<file path="src/rtl/sos_seq_ctrl.sv">
// sos_seq_ctrl: shares one SOS engine across a NUM_SEC-section IIR cascade with one sample in flight.
// Build option SOS_TIMEOUT_EN adds an engine-ack watchdog that sets sticky err and ends the run.
module sos_seq_ctrl #(
   parameter int DW          = 24,
   parameter int NUM_SEC     = 4,
   parameter int SEC_W       = 2,
   parameter int NUM_SAMPLES = 2048,
   parameter int ADDR_W      = 11,
   parameter int TIMEOUT     = 64
) (
   input  logic                 clk,
   input  logic                 rst_n,
   input  logic                 start,
   input  logic signed [DW-1:0] in_data,
   input  logic                 in_valid,
   output logic                 in_ready,
   output logic                 eng_clr,
   output logic                 eng_req,
   output logic [SEC_W-1:0]     eng_sec,
   output logic signed [DW-1:0] eng_din,
   input  logic                 eng_ack,
   input  logic signed [DW-1:0] eng_dout,
   output logic signed [DW-1:0] out_data,
   output logic                 out_valid,
   input  logic                 out_ready,
   output logic [ADDR_W-1:0]    out_addr,
   output logic                 busy,
   output logic                 done,
   output logic                 err
);
   typedef enum logic [2:0] {S_IDLE, S_LOAD, S_ISSUE, S_WAIT, S_EMIT, S_DONE} state_t;

   state_t                state_q, state_d;
   logic [SEC_W-1:0]      sec_q, sec_d;
   logic [ADDR_W-1:0]     count_q, count_d;
   logic signed [DW-1:0]  work_q, work_d;
   logic                  in_ready_q, in_ready_d;
   logic                  eng_clr_q, eng_clr_d;
   logic                  eng_req_q, eng_req_d;
   logic                  out_valid_q, out_valid_d;
   logic                  busy_q, busy_d;
   logic                  done_q, done_d;
`ifdef SOS_TIMEOUT_EN
   localparam int TW = $clog2(TIMEOUT + 1);
   logic [TW-1:0]         wait_cnt_q, wait_cnt_d;
   logic                  err_q, err_d;
`endif

   always_comb begin
      state_d   = state_q;
      sec_d     = sec_q;
      count_d   = count_q;
      work_d    = work_q;
      eng_clr_d = 1'b0;
`ifdef SOS_TIMEOUT_EN
      wait_cnt_d = wait_cnt_q;
      err_d      = err_q;
`endif
      case (state_q)
         S_IDLE, S_DONE: begin
            if (start) begin
               state_d   = S_LOAD;
               count_d   = '0;
               eng_clr_d = 1'b1;
`ifdef SOS_TIMEOUT_EN
               err_d     = 1'b0;
`endif
            end
         end
         S_LOAD: begin
            if (in_valid && in_ready_q) begin
               work_d  = in_data;
               sec_d   = '0;
               state_d = S_ISSUE;
            end
         end
         S_ISSUE: begin
            state_d = S_WAIT;
`ifdef SOS_TIMEOUT_EN
            wait_cnt_d = '0;
`endif
         end
         S_WAIT: begin
            // an ack always wins over a watchdog expiry in the same cycle
            if (eng_ack) begin
               work_d = eng_dout;
               if (sec_q == SEC_W'(NUM_SEC - 1)) begin
                  state_d = S_EMIT;
               end else begin
                  sec_d   = sec_q + 1'b1;
                  state_d = S_ISSUE;
               end
            end
`ifdef SOS_TIMEOUT_EN
            else if (wait_cnt_q == TW'(TIMEOUT - 1)) begin
               err_d   = 1'b1;
               state_d = S_DONE;
            end else begin
               wait_cnt_d = wait_cnt_q + 1'b1;
            end
`endif
         end
         S_EMIT: begin
            if (out_ready) begin
               if (count_q == ADDR_W'(NUM_SAMPLES - 1)) begin
                  state_d = S_DONE;
               end else begin
                  count_d = count_q + 1'b1;
                  state_d = S_LOAD;
               end
            end
         end
         default: state_d = S_IDLE;
      endcase

      // strobes are registered from the next state so they line up with state_q
      in_ready_d  = (state_d == S_LOAD);
      eng_req_d   = (state_d == S_ISSUE);
      out_valid_d = (state_d == S_EMIT);
      done_d      = (state_d == S_DONE);
      busy_d      = (state_d == S_LOAD) || (state_d == S_ISSUE) ||
                    (state_d == S_WAIT) || (state_d == S_EMIT);
   end

   always_ff @(posedge clk) begin
      if (rst_n) begin
         state_q     <= S_IDLE;
         sec_q       <= '0;
         count_q     <= '0;
         work_q      <= '0;
         in_ready_q  <= 1'b0;
         eng_clr_q   <= 1'b0;
         eng_req_q   <= 1'b0;
         out_valid_q <= 1'b0;
         busy_q      <= 1'b0;
         done_q      <= 1'b0;
`ifdef SOS_TIMEOUT_EN
         wait_cnt_q  <= '0;
         err_q       <= 1'b0;
`endif
      end else begin
         state_q     <= state_d;
         sec_q       <= sec_d;
         count_q     <= count_d;
         work_q      <= work_d;
         in_ready_q  <= in_ready_d;
         eng_clr_q   <= eng_clr_d;
         eng_req_q   <= eng_req_d;
         out_valid_q <= out_valid_d;
         busy_q      <= busy_d;
         done_q      <= done_d;
`ifdef SOS_TIMEOUT_EN
         wait_cnt_q  <= wait_cnt_d;
         err_q       <= err_d;
`endif
      end
   end

   assign in_ready  = in_ready_q;
   assign eng_clr   = eng_clr_q;
   assign eng_req   = eng_req_q;
   assign eng_sec   = sec_q;
   assign eng_din   = work_q;
   assign out_data  = work_q;
   assign out_valid = out_valid_q;
   assign out_addr  = count_q;
   assign busy      = busy_q;
   assign done      = done_q;
`ifdef SOS_TIMEOUT_EN
   assign err = err_q;
`else
   // no watchdog: WAIT blocks until the engine answers
   assign err = 1'b0 && (TIMEOUT != 0);
`endif
endmodule

</file>
<file path="config.mk">
export PLATFORM = sky130hd
export DESIGN_NAME = sos_seq_ctrl
export DESIGN_NICKNAME = d
export VERILOG_FILES = /design/src/rtl/sos_seq_ctrl.sv
export SDC_FILE = /design/constraint.sdc
export NUM_CORES = 1
export LEC_CHECK = 0
export ABC_AREA = 1
export CAP_MARGIN = 20
export CORE_UTILIZATION = 43
export DETAILED_ROUTE_END_ITERATION = 6
export HOLD_SLACK_MARGIN = 0.08
export PLACE_DENSITY = 0.86
export SKIP_LAST_GASP = 1
export SYNTH_ARGS = -nofsm -noshare
export SYNTH_HDL_FRONTEND = slang
export SYNTH_SLANG_ARGS = --single-unit
</file>
<file path="constraint.sdc">
create_clock -name clk -period 4 [get_ports clk]
set_clock_uncertainty 0.05 [all_clocks]
set_input_delay 0.8 -clock clk [delete_from_list [all_inputs] [get_ports clk]]
set_output_delay 0.8 -clock clk [all_outputs]
set_load 0.05 [all_outputs]
</file>
## Yosys cells after proc, flatten, opt, wreduce, memory -nomap -nowiden

Cells that the tools add are included.

- Add/subtract/negate cells: 2
- Eq/ne operators: 18
- Multiplexer cells: 19
- Bitwise gates (word level): 1
- Reduce and logical (&&, ||, !) cells: 12

Operators by type and width:

| kind | number |
|---|---|
| two-way mux 24 bit | 2 |
| case mux 24 bit (2 select lines) | 1 |
| two-way mux 11 bit | 3 |
| case mux 11 bit (2 select lines) | 1 |
| two-way mux 3 bit | 6 |
| case mux 3 bit (5 select lines) | 1 |
| equality test 3 x 2 -> 1 bit (second input constant) | 4 |
| equality test 3 bit (second input constant) | 4 |
| inequality test 2 bit (second input constant) | 6 |
| adder 11 x 1 -> 11 bit (second input constant) | 1 |
| equality test 11 bit (second input constant) | 1 |
| AND reduction 4 bit | 2 |
| equality test 3 x 1 -> 1 bit (second input constant) | 2 |
| two-way mux 2 bit | 3 |
| case mux 2 bit (2 select lines) | 1 |
| nonzero test 2 bit | 2 |
| OR reduction 2 bit | 2 |
| logical NOT 3 bit | 1 |
| logical OR 1 bit | 3 |
| AND reduction 3 bit | 1 |
| adder 2 x 1 -> 2 bit (second input constant) | 1 |
| equality test 2 bit (second input constant) | 1 |
| logical AND 1 bit | 1 |
| two-way mux 1 bit | 1 |
| NOT 1 bit | 1 |

- Bits in registers: 46
- Bits of input ports: 54
- Output and inout bits: 68
- Word-level logic and storage cells: 62

## Longest topological paths before layout

Gate-level depths: netlist (run 1).

- Depth after elaboration: 8
- Gate-level depth with buffers: 10
- Depth with buffers taken out: 10

## Least setup slack after synthesis (run 1)

No wires, ideal clock.

- Path type: register to register
- From: register count_q[0] (netlist: out_addr[0])
- To: register busy_q (netlist: busy)
- Library setup time: 112 ps
- Data arrival time: 1,758 ps
- Setup slack: 2,081 ps
- Stages on the path, launching flop included: 11
- Clock period less this slack: 1,919 ps
- Cells stage by stage: dfxtp_1 > ha_1 > nand2_1 > nor2_1 > nand3_1 > nand2_2 > nand2_4 > nand2_1 > nand2_1 > nand2_1 > nor2_1

- Word-level cells in the longest chain between the ends: 8
- Elaborated cells between the ends (all ways): 11
- Those cells by class: 5 x eq/ne; 3 x mux; 3 x reduce/logical

RTL lines:

| what | RTL line | RTL |
|---|---|---|
| from (decl) | 35 | `logic [ADDR_W-1:0] count_q, count_d;` |
| from (signal assigned) | 144 | `count_q <= count_d;` |
| equality test 11 bit * | 105 | `if (count_q == ADDR_W'(NUM_SAMPLES - 1)) begin` |
| two-way mux 3 bit * | 105 |  |
| two-way mux 3 bit * | 104 | `if (out_ready) begin` |
| case mux 3 bit (5 select lines) * | 59 | `case (state_q)` |
| equality test 3 x 1 -> 1 bit or equality test 3 x 2 -> 1 bit (tied branches) | 121 | `busy_d = (state_d == S_LOAD) \|\| (state_d == S_ISSUE) \|\|` |
| logical OR 1 bit (2 in a row) | 121 |  |
| logical OR 1 bit * | 122 | `(state_d == S_WAIT) \|\| (state_d == S_EMIT);` |
| to (signal assigned) | 150 | `busy_q <= busy_d;` |
| to (decl) | 41 | `logic busy_q, busy_d;` |

Every way passes the cells marked *; elsewhere a longest branch is shown, timed or not.
A chain may end at the register's enable or synchronous reset.

## Worst setup path in the final report (run 1)

- From: register state_q[1]
- To: register sec_q[0] (netlist: eng_sec[0])

- Word-level cells in the longest chain between the ends: 3
- Elaborated cells between the ends (all ways): 8
- Those cells by class: 5 x eq/ne; 1 x mux; 2 x reduce/logical

RTL lines:

| what | RTL line | RTL |
|---|---|---|
| from (decl) | 33 | `state_t state_q, state_d;` |
| from (signal assigned) | 142 | `state_q <= state_d;` |
| equality test 3 x 2 -> 1 bit or equality test 3 x 1 -> 1 bit (tied branches) | 59 |  |
| inequality test 2 bit (no line) or nonzero test 2 bit (tied branches) | - |  |
| AND reduction 4 bit (no line) | - |  |
| to (signal assigned) | 128 | `sec_q <= '0;` |
| to (signal assigned) | 143 | `sec_q <= sec_d;` |
| to (decl) | 34 | `logic [SEC_W-1:0] sec_q, sec_d;` |

Parallel ways exist; a longest one is shown, timed or not.

==> flow_summary.json, run 1 <==
{
  "synth_top_area_share_pct": 38.80,
  "port_buffers": 120,
  "hold_path_class": "reg -> reg",
  "crit_required_ns": 4.14,
  "cap_violations": 0,
  "drt-total-wl_um": 6311,
  "clk_pin_slew_ns": 0.08,
  "tns_ns": 0,
  "die_x_um": 76.30,
  "status": "finished, final reports clean",
  "worst_pin_slew_ns": 0.7747,
  "p_seq_share_pct": 40.7,
  "grt.met1_usage_pct": 24.63,
  "antenna_found_initial": 0,
  "power.switching_uw": 422.2,
  "use_met2_pct": 40.36,
  "endpoint_kind": "flip-flop",
  "rr_worst_depth": 7,
  "cts_tree": "done",
  "synth_edf_count": 0,
  "crit_path_max_incr_delay_ns": 0.57,
  "slew_headroom_pct": 48.29,
  "cts_resized": 0,
  "whs_path_depth": 2,
  "nFillCells": 459,
  "numCtsBuffers": 5,
  "drive_above_1_share_pct": 5.386,
  "ff_latch_area_um2": 920.9,
  "pin_count": 122,
  "die_y_um": 76.30,
  "arrival_ns": 2.74,
  "ys.flop_type": "dfxtp_1",
  "setup_slack_ns": 1.397,
  "antenna_cells": 0,
  "fp.dieArea_um2": 5821,
  "place_congestion": 0.8382,
  "async_reset_ff_share_pct": 0,
  "hold_viol_final": 0,
  "yosys_warnings": 0,
  "core-area_um2": 5205,
  "avgSynthCellArea_um2": 7.022,
  "r2r_setup_slack_ns": 1.40,
  "crit_path_end": "eng_sec[0]",
  "leakagePower_uw": 0.001341,
  "path_cells": "nand3_4 > clkinv_2 > nand2_2 > nand2_2 > o21ai_0 > o21ai_0 > a21oi_1",
  "num_vias": 2489,
  "ys_ff_latch": 46,
  "setup-violations-final": 0,
  "clk_path_buf_depth": 2,
  "regToRegStartpoint": "state_q[1]",
  "combPwrFrac_pct": 31.5,
  "period_needed_ns": 2.603,
  "r2r_end": "eng_sec[0]",
  "power_density_nw_per_um2": 355.5,
  "wl_per_cell_um": 12.70,
  "cts_max_level": 2,
  "gr-total-overflow": 0,
  "yosysSeqAreaShare_pct": 38.80,
  "final_max_slew_viol_count": 0,
  "nets": 483,
  "dpl_cell_area_um2": 3417,
  "drcViolationCount": 0,
  "synth.most_common_cell": "nand2_1",
  "cp_max_fo": 51,
  "crit_start": "state_q[1]",
  "synth_area_um2": 2374,
  "yosys.area.top_type": "dfxtp_1",
  "synth_cells": 338,
  "cp_slowest_cell": "nand2_2",
  "post-dp-hpwl_um": 4731,
  "rsz0062_at_grt": "no",
  "whs_ns": 0.4320,
  "crit_path_start_kind": "flip-flop",
  "cts.sinks": 46,
  "drt-initial-drc-count": 110,
  "viasPerCell": 5.008,
  "p_sw_share_pct": 33.65,
  "use_met3_pct": 8.383,
  "grt_util_all_layers_pct": 22.48,
  "rows": 26,
  "path_class": "reg -> reg",
  "fmax_ghz": 0.3842,
  "irDropWorstVdd_v": 0.0002279,
  "multi_input_area_um2": 1135,
  "final_area_um2": 3530,
  "synth_nets": 394,
  "dr.pass1.iters": 4,
  "area_delta_synth_final_pct": 48.71,
  "ys_types": 26,
  "synth_common_cells": "nand2_1 (95), dfxtp_1 (46), nor2_1 (34), buf_4 (26), o21ai_0 (26)",
  "busiest_layer": "met2",
  "synth.top_cells.by_area": "dfxtp_1 (39%), nand2_1 (15%), buf_4 (8.2%)",
  "postRouteAntennaNets": 0,
  "initial_utilization_pct": 45.60,
  "fin_crit_sh_pct": 65.07,
  "clock_tree.root_cell": "clkbuf_8",
  "grt_max_degree": 52,
  "clock_latency_ns": 0.29,
  "clockPowerShare_pct": 27.8,
  "post-place-ws_ns": 1.206,
  "holdBufCountCts": 0,
  "power_uw": 1255,
  "p_int_uw": 832.4,
  "grt_pass1_vias": 2334,
  "grt_pass1_wl_um": 10650,
  "cts_setup_buffers": 0
}
==> power groups by stage <==
stage	Clock [µW]	Sequential (µW)	Combinational (µW)
floorplan	0	604	181
global placement	0	520	392
detailed placement	0	521	396
CTS	355	511	397
global route	371	515	417
finish	349	511	395
==> worst max-delay path, delay by kind of cell (launching register included) <==
family / cells / cell delay (ns)
and+or+nand+nor: 3 / 0.96
buffers and inverters: 1 / 0.37
AOI/OAI and AO/OA: 3 / 0.61
DFF: 1 / 0.48
==> metal layers <==
layer  vias to the layer above  wire length (µm)  share of wire (%)
met1                      1115              2407                 38
li1                       1264                 -                  -
met2                       101              3233                 51
met4                         0                66                1.0
met5                         -                 0                  0
met3                         9               604                9.6
==> how the worst min path moves through the flow <==
| stage | from | slack, ns | end |
|---|---|---|---|
| 2_1_floorplan | state_q[1] | 0.50 | eng_sec[1] |
| 4_1_cts | out_addr[10] | 0.43 | out_addr[10] |
| 3_5_place_dp | out_addr[10] | 0.42 | out_addr[10] |
| 3_3_place_gp | out_addr[10] | 0.41 | out_addr[10] |
| 5_1_grt | eng_sec[1] | 0.48 | eng_sec[1] |
| 6_report | out_addr[10] | 0.43 | out_addr[10] |
==> registers in the layout, indices dropped and copies added, names as in the netlist <==
register,count
busy,1
done,1
eng_clr,1
eng_din,24
eng_req,1
eng_sec,2
in_ready,1
out_addr,11
out_valid,1
state_q,3
==> cells by family after synthesis <==
group           share of synthesized area (%)
other cells                            0.1580
buf+inv                                 13.39
xor+xnor                               0.3691
compound gates                          16.39
fa+ha+maj                               1.054
simple gates                            29.84
flops                                   38.80
==> layout make-up <==
| class | instances | area share (%) |
|---|---|---|
| well taps | 70 | 2.481 |
| clock buffers | 6 | 2.340 |
| multi-input cells | 235 | 32.15 |
| flip-flops and latches | 46 | 26.09 |
| inverters | 19 | 2.056 |
| repair buffers | 120 | 34.03 |
| clock inverters | 1 | 0.8508 |
==> cell usage in the layout (no fill, tap or decap) <==
| cell type | count |
|---|---|
| bufinv_16 | 1 |
| nand3_1 | 17 |
| a21oi_1 | 13 |
| o21ai_1 | 5 |
| a31oi_1 | 24 |
| clkinv_2 | 1 |
| inv_2 | 3 |
| nand2_4 | 2 |
| a21boi_4 | 1 |
| dfxtp_1 | 46 |
| o21ai_0 | 26 |
| inv_1 | 15 |
| nor2_2 | 1 |
| nor3_1 | 1 |
| ha_1 | 2 |
| nor2_4 | 1 |
| conb_1 | 1 |
| nand3_4 | 2 |
| nand2_1 | 95 |
| clkdlybuf4s50_1 | 120 |
| nand2_2 | 5 |
| xor2_1 | 1 |
| nand4_1 | 2 |
| nor2_1 | 34 |
| clkbuf_8 | 6 |
| nor3b_1 | 2 |
==> metrics by stage <==
step           instances  utilization (%)
5_1_grt              497            67.81
4_1_cts              497            67.81
3_3_place_gp         490            65.65
6_report             497            67.81
2_1_floorplan        338                -
3_5_place_dp         490            65.65
No activity file was read; power rests on OpenSTA's default activity.
==> run 2, diff against run 1 <==
- CORE_UTILIZATION: 43 -> 40
- PLACE_DENSITY: 0.86 -> 0.81
- clock period: 4 -> 2.4 ns (I/O delays scaled with it)
==> flow_summary.json, run 2 (synthesis gave the netlist of run 1 again) <==
{
  "status": "finished, final reports clean",
  "dr.pass1.iters": 5,
  "r2r_end": "eng_din[1]",
  "antenna_found_initial": 0,
  "cp_max_fo": 6,
  "path_cells": "clkdlybuf4s50_1",
  "post-dp-hpwl_um": 4683,
  "fmax_ghz": 0.4712,
  "drive_above_1_share_pct": 5.800,
  "final_common_cell": "clkdlybuf4s50_1",
  "clk_pin_slew_ns": 0.08,
  "crit_required_ns": 1.87,
  "hold_viol_final": 0,
  "endpoint_kind": "output pin",
  "die_x_um": 79.03,
  "postRouteAntennaNets": 0,
  "gr-total-overflow": 0,
  "place_congestion": 0.8609,
  "crit_path_start_kind": "flip-flop",
  "hold_path_class": "reg -> reg",
  "drt-total-wl_um": 6399,
  "port_buffers": 120,
  "holdBufCountCts": 0,
  "period_needed_ns": 2.122,
  "crit_family": "buffers and inverters",
  "wl_per_cell_um": 12.72,
  "hold_start": "out_addr[10]",
  "rr_worst_depth": 8,
  "rows": 27,
  "grt_max_degree": 47,
  "holdPathEnd": "out_addr[10]",
  "tns_ns": 0,
  "leakagePower_uw": 0.001354,
  "r2r_setup_slack_ns": 0.36,
  "clk_path_buf_depth": 2,
  "cts_max_level": 2,
  "arrival_ns": 1.59,
  "final_cell_mix": "clkdlybuf4s50_1 (120), nand2_1 (95), dfxtp_1 (46), nor2_1 (34), o21ai_0 (26)",
  "cp.depth": 1,
  "cts_resized": 0,
  "clock_tree.root_cell": "clkbuf_8",
  "fp.dieArea_um2": 6246,
  "irDropWorstVdd_v": 0.0003406,
  "worst_pin_slew_ns": 0.5383,
  "numCtsBuffers": 5,
  "grt_pass1_wl_um": 10480,
  "antenna_cells": 0,
  "area_delta_synth_final_pct": 50.03,
  "cap_violations": 0,
  "whs_path_depth": 2,
  "grt_util_all_layers_pct": 21.38,
  "viasPerCell": 5.014,
  "cp_slowest_cell": "clkdlybuf4s50_1",
  "largest_register_ffs": 24,
  "grt_pass1_vias": 2331,
  "dp_cells": 495,
  "crit_path_max_incr_delay_ns": 0.84,
  "crit_buf_inv": 1,
  "setup-violations-final": 0,
  "whs_ns": 0.4277,
  "clock_latency_ns": 0.30,
  "fin_crit_sh_pct": 88.43,
  "cts.sinks": 46,
  "drt-initial-drc-count": 109,
  "power_density_nw_per_um2": 585.5,
  "final_cells": 503,
  "cts_tree": "done",
  "drcViolationCount": 0,
  "initial_utilization_pct": 42.32,
  "core-area_um2": 5608,
  "num_vias": 2522,
  "nets": 486,
  "rsz0062_at_grt": "no",
  "regToRegStartpoint": "state_q[2]",
  "cts_setup_buffers": 0,
  "die_y_um": 79.03,
  "pin_count": 122,
  "path_class": "reg -> out",
  "final_max_slew_viol_count": 0,
  "slew_headroom_pct": 64.00
}
## run 2: worst max path at each step
stage	start	endpoint	slack, ns
finish	out_addr[4]	out_addr[4]	0.28
global route	state_q[2]	eng_din[5]	0.13
CTS	out_addr[4]	out_addr[4]	0.28
detailed placement	state_q[2]	eng_din[1]	0.36
global placement	state_q[2]	eng_din[7]	0.47
floorplan	out_addr[0]	busy	0.48
## run 2: where the power goes
group          switching [µW]  total, µW  internal [µW]
clock network             256        567            312
registers                40.0        850            810
logic                     417        668            251
## run 2: cell type report
| cell class | count | area [µm²] |
|---|---|---|
| timing repair buffer | 123 | 1236 |
| sequential | 46 | 920.9 |
| clock buffer | 7 | 76.32 |
| clock inverter | 1 | 30.03 |
| multi-input combinational | 235 | 1135 |
| tap | 72 | 90.09 |
| fill | 515 | 2047 |
| inverter | 19 | 72.57 |
## run 2: metrics by stage
| stage | util [%] | power [µW] | cell area, µm² | worst slack, ns |
|---|---|---|---|---|
| finish | 63.50 | 2085 | 3561 | 0.2776 |
| global route | 63.50 | 2173 | 3561 | 0.1307 |
| CTS | 63.50 | 2095 | 3561 | 0.2804 |
| detailed placement | 61.60 | 1535 | 3455 | 0.3619 |
| global placement | 61.60 | 1528 | 3455 | 0.4746 |
| floorplan | - | 1308 | 2374 | 0.4807 |
## run 2: metal layers
| layer | vias to the layer above | share of wire, % | track usage [%] |
|---|---|---|---|
| met5 | - | 0 | 0 |
| met3 | 8 | 8.6 | 5.862 |
| met1 | 1141 | 39 | 24.65 |
| li1 | 1269 | - | - |
| met2 | 104 | 51 | 37.07 |
| met4 | 0 | 1.4 | 8.727 |
==> run 3, diff against run 2 <==
- CORE_ASPECT_RATIO: default -> 0.5
==> flow_summary.json, run 3 (synthesis gave the netlist of run 1 again) <==
{
  "setup-violations-final": 0,
  "cp_max_fo": 7,
  "wl_per_cell_um": 11.69,
  "final_common_cell": "clkdlybuf4s50_1",
  "numCtsBuffers": 5,
  "use_met3_pct": 3.780,
  "fmax_ghz": 0.4770,
  "antenna_found_initial": 0,
  "grt.met1_usage_pct": 23.36,
  "final_max_slew_viol_count": 0,
  "cts_max_level": 2,
  "place_congestion": 0.8473,
  "cts_setup_buffers": 0,
  "cap_violations": 0,
  "use_met2_pct": 34.41,
  "crit_path_max_incr_delay_ns": 0.84,
  "pin_count": 122,
  "rsz0062_at_grt": "no",
  "r2r_setup_slack_ns": 0.52,
  "cts_resized": 0,
  "clock_latency_ns": 0.29,
  "r2r_end": "eng_din[11]",
  "nets": 488,
  "status": "finished, violations left",
  "violations": "DRC",
  "regToRegStartpoint": "state_q[2]",
  "drive_above_1_share_pct": 6.697,
  "power_uw": 2289,
  "hold_start": "eng_sec[1]",
  "holdBufCountCts": 0,
  "irDropWorstVdd_v": 0.0003528,
  "area_delta_synth_final_pct": 52.87,
  "num_vias": 2427,
  "drt-total-wl_um": 5913,
  "cp_slowest_cell": "clkdlybuf4s50_1",
  "clk_path_buf_depth": 2,
  "rows": 19,
  "path_cells": "clkdlybuf4s50_1",
  "gr-total-overflow": 0,
  "port_buffers": 120,
  "hold_viol_final": 0,
  "crit_buf_inv": 1,
  "endpoint_kind": "output pin",
  "fp.dieArea_um2": 6265,
  "rr_worst_depth": 8,
  "worst_pin_slew_ns": 0.5169,
  "antenna_cells": 0,
  "crit_path_start_kind": "flip-flop",
  "grt_max_degree": 29,
  "grt_util_all_layers_pct": 19.16,
  "leakagePower_uw": 0.001384,
  "drcViolationCount": 5,
  "period_needed_ns": 2.096,
  "clock_tree.root_cell": "clkbuf_16",
  "grt_pass1_vias": 2180,
  "final_cell_mix": "clkdlybuf4s50_1 (120), nand2_1 (95), dfxtp_1 (46), nor2_1 (34), o21ai_0 (26)",
  "postRouteAntennaNets": 0,
  "largest_register_ffs": 24,
  "busiest_layer": "met2",
  "power_density_nw_per_um2": 630.9,
  "viasPerCell": 4.796,
  "final_area_um2": 3628,
  "fin_crit_sh_pct": 87.34,
  "cts_tree": "done",
  "core-area_um2": 5610,
  "dr.pass1.iters": 6,
  "dpl_cell_area_um2": 3458,
  "path_class": "reg -> out",
  "post-dp-hpwl_um": 4343,
  "initial_utilization_pct": 42.31,
  "tns_ns": 0,
  "final_cells": 506,
  "fin_util_pct": 64.67,
  "crit_required_ns": 1.87,
  "drt-initial-drc-count": 164,
  "hold_path_class": "reg -> reg",
  "dp_cells": 498,
  "clk_pin_slew_ns": 0.07,
  "die_x_um": 110.9,
  "arrival_ns": 1.57,
  "grt_pass1_wl_um": 9798,
  "die_y_um": 56.47,
  "cts.sinks": 46,
  "slew_headroom_pct": 65.43,
  "whs_path_depth": 2,
  "holdPathEnd": "eng_sec[1]",
  "crit_family": "buffers and inverters"
}
-- run 3: cell count changes in the layout (fill, tap and decap cells not counted) --
cell / before / now
buf_4: 2 / 5
clkbuf_16: 0 / 5
clkbuf_8: 5 / 0
clkbuf_1: 2 / 0
clkinvlp_4: 0 / 2
buf_12: 1 / 0
-- run 3: worst max path at each step --
stage	start	to	slack, ns	cells past startpoint
final	out_addr[2]	out_addr[2]	0.30	1
after global routing	out_addr[4]	out_addr[4]	0.25	1
after CTS	out_addr[4]	out_addr[4]	0.30	1
after detailed placement	in_valid	eng_din[12]	0.40	8
after floorplan	out_addr[0]	busy	0.48	10
after global placement	in_valid	eng_din[16]	0.44	8
-- run 3: where the power goes --
| group | total [µW] | internal [µW] | switching, µW |
|---|---|---|---|
| Combinational | 660 | 250 | 410 |
| Sequential | 849 | 810 | 38.6 |
| Clock | 780 | 491 | 289 |
-- run 3: final cells by class --
| type | count | area [µm²] |
|---|---|---|
| fill | 488 | 1982 |
| timing repair buffer | 125 | 1239 |
| multi-input combinational | 235 | 1135 |
| sequential | 46 | 920.9 |
| clock buffer | 5 | 125.1 |
| tap | 73 | 91.34 |
| inverter | 19 | 72.57 |
| clock inverter | 3 | 45.04 |
-- run 3: metrics by stage --
step,setup WS (ns),hold slack [ns]
finish,0.3038,0.4333
global route,0.2454,0.4677
CTS,0.2983,0.4378
detailed placement,0.3962,0.4278
global placement,0.4402,0.4234
floorplan,0.4807,0.4991
-- run 3: layer usage --
metal,up-vias,wire [µm]
li1,1276,-
met3,5,256
met5,-,0
met4,0,37
met1,1083,2682
met2,63,2936
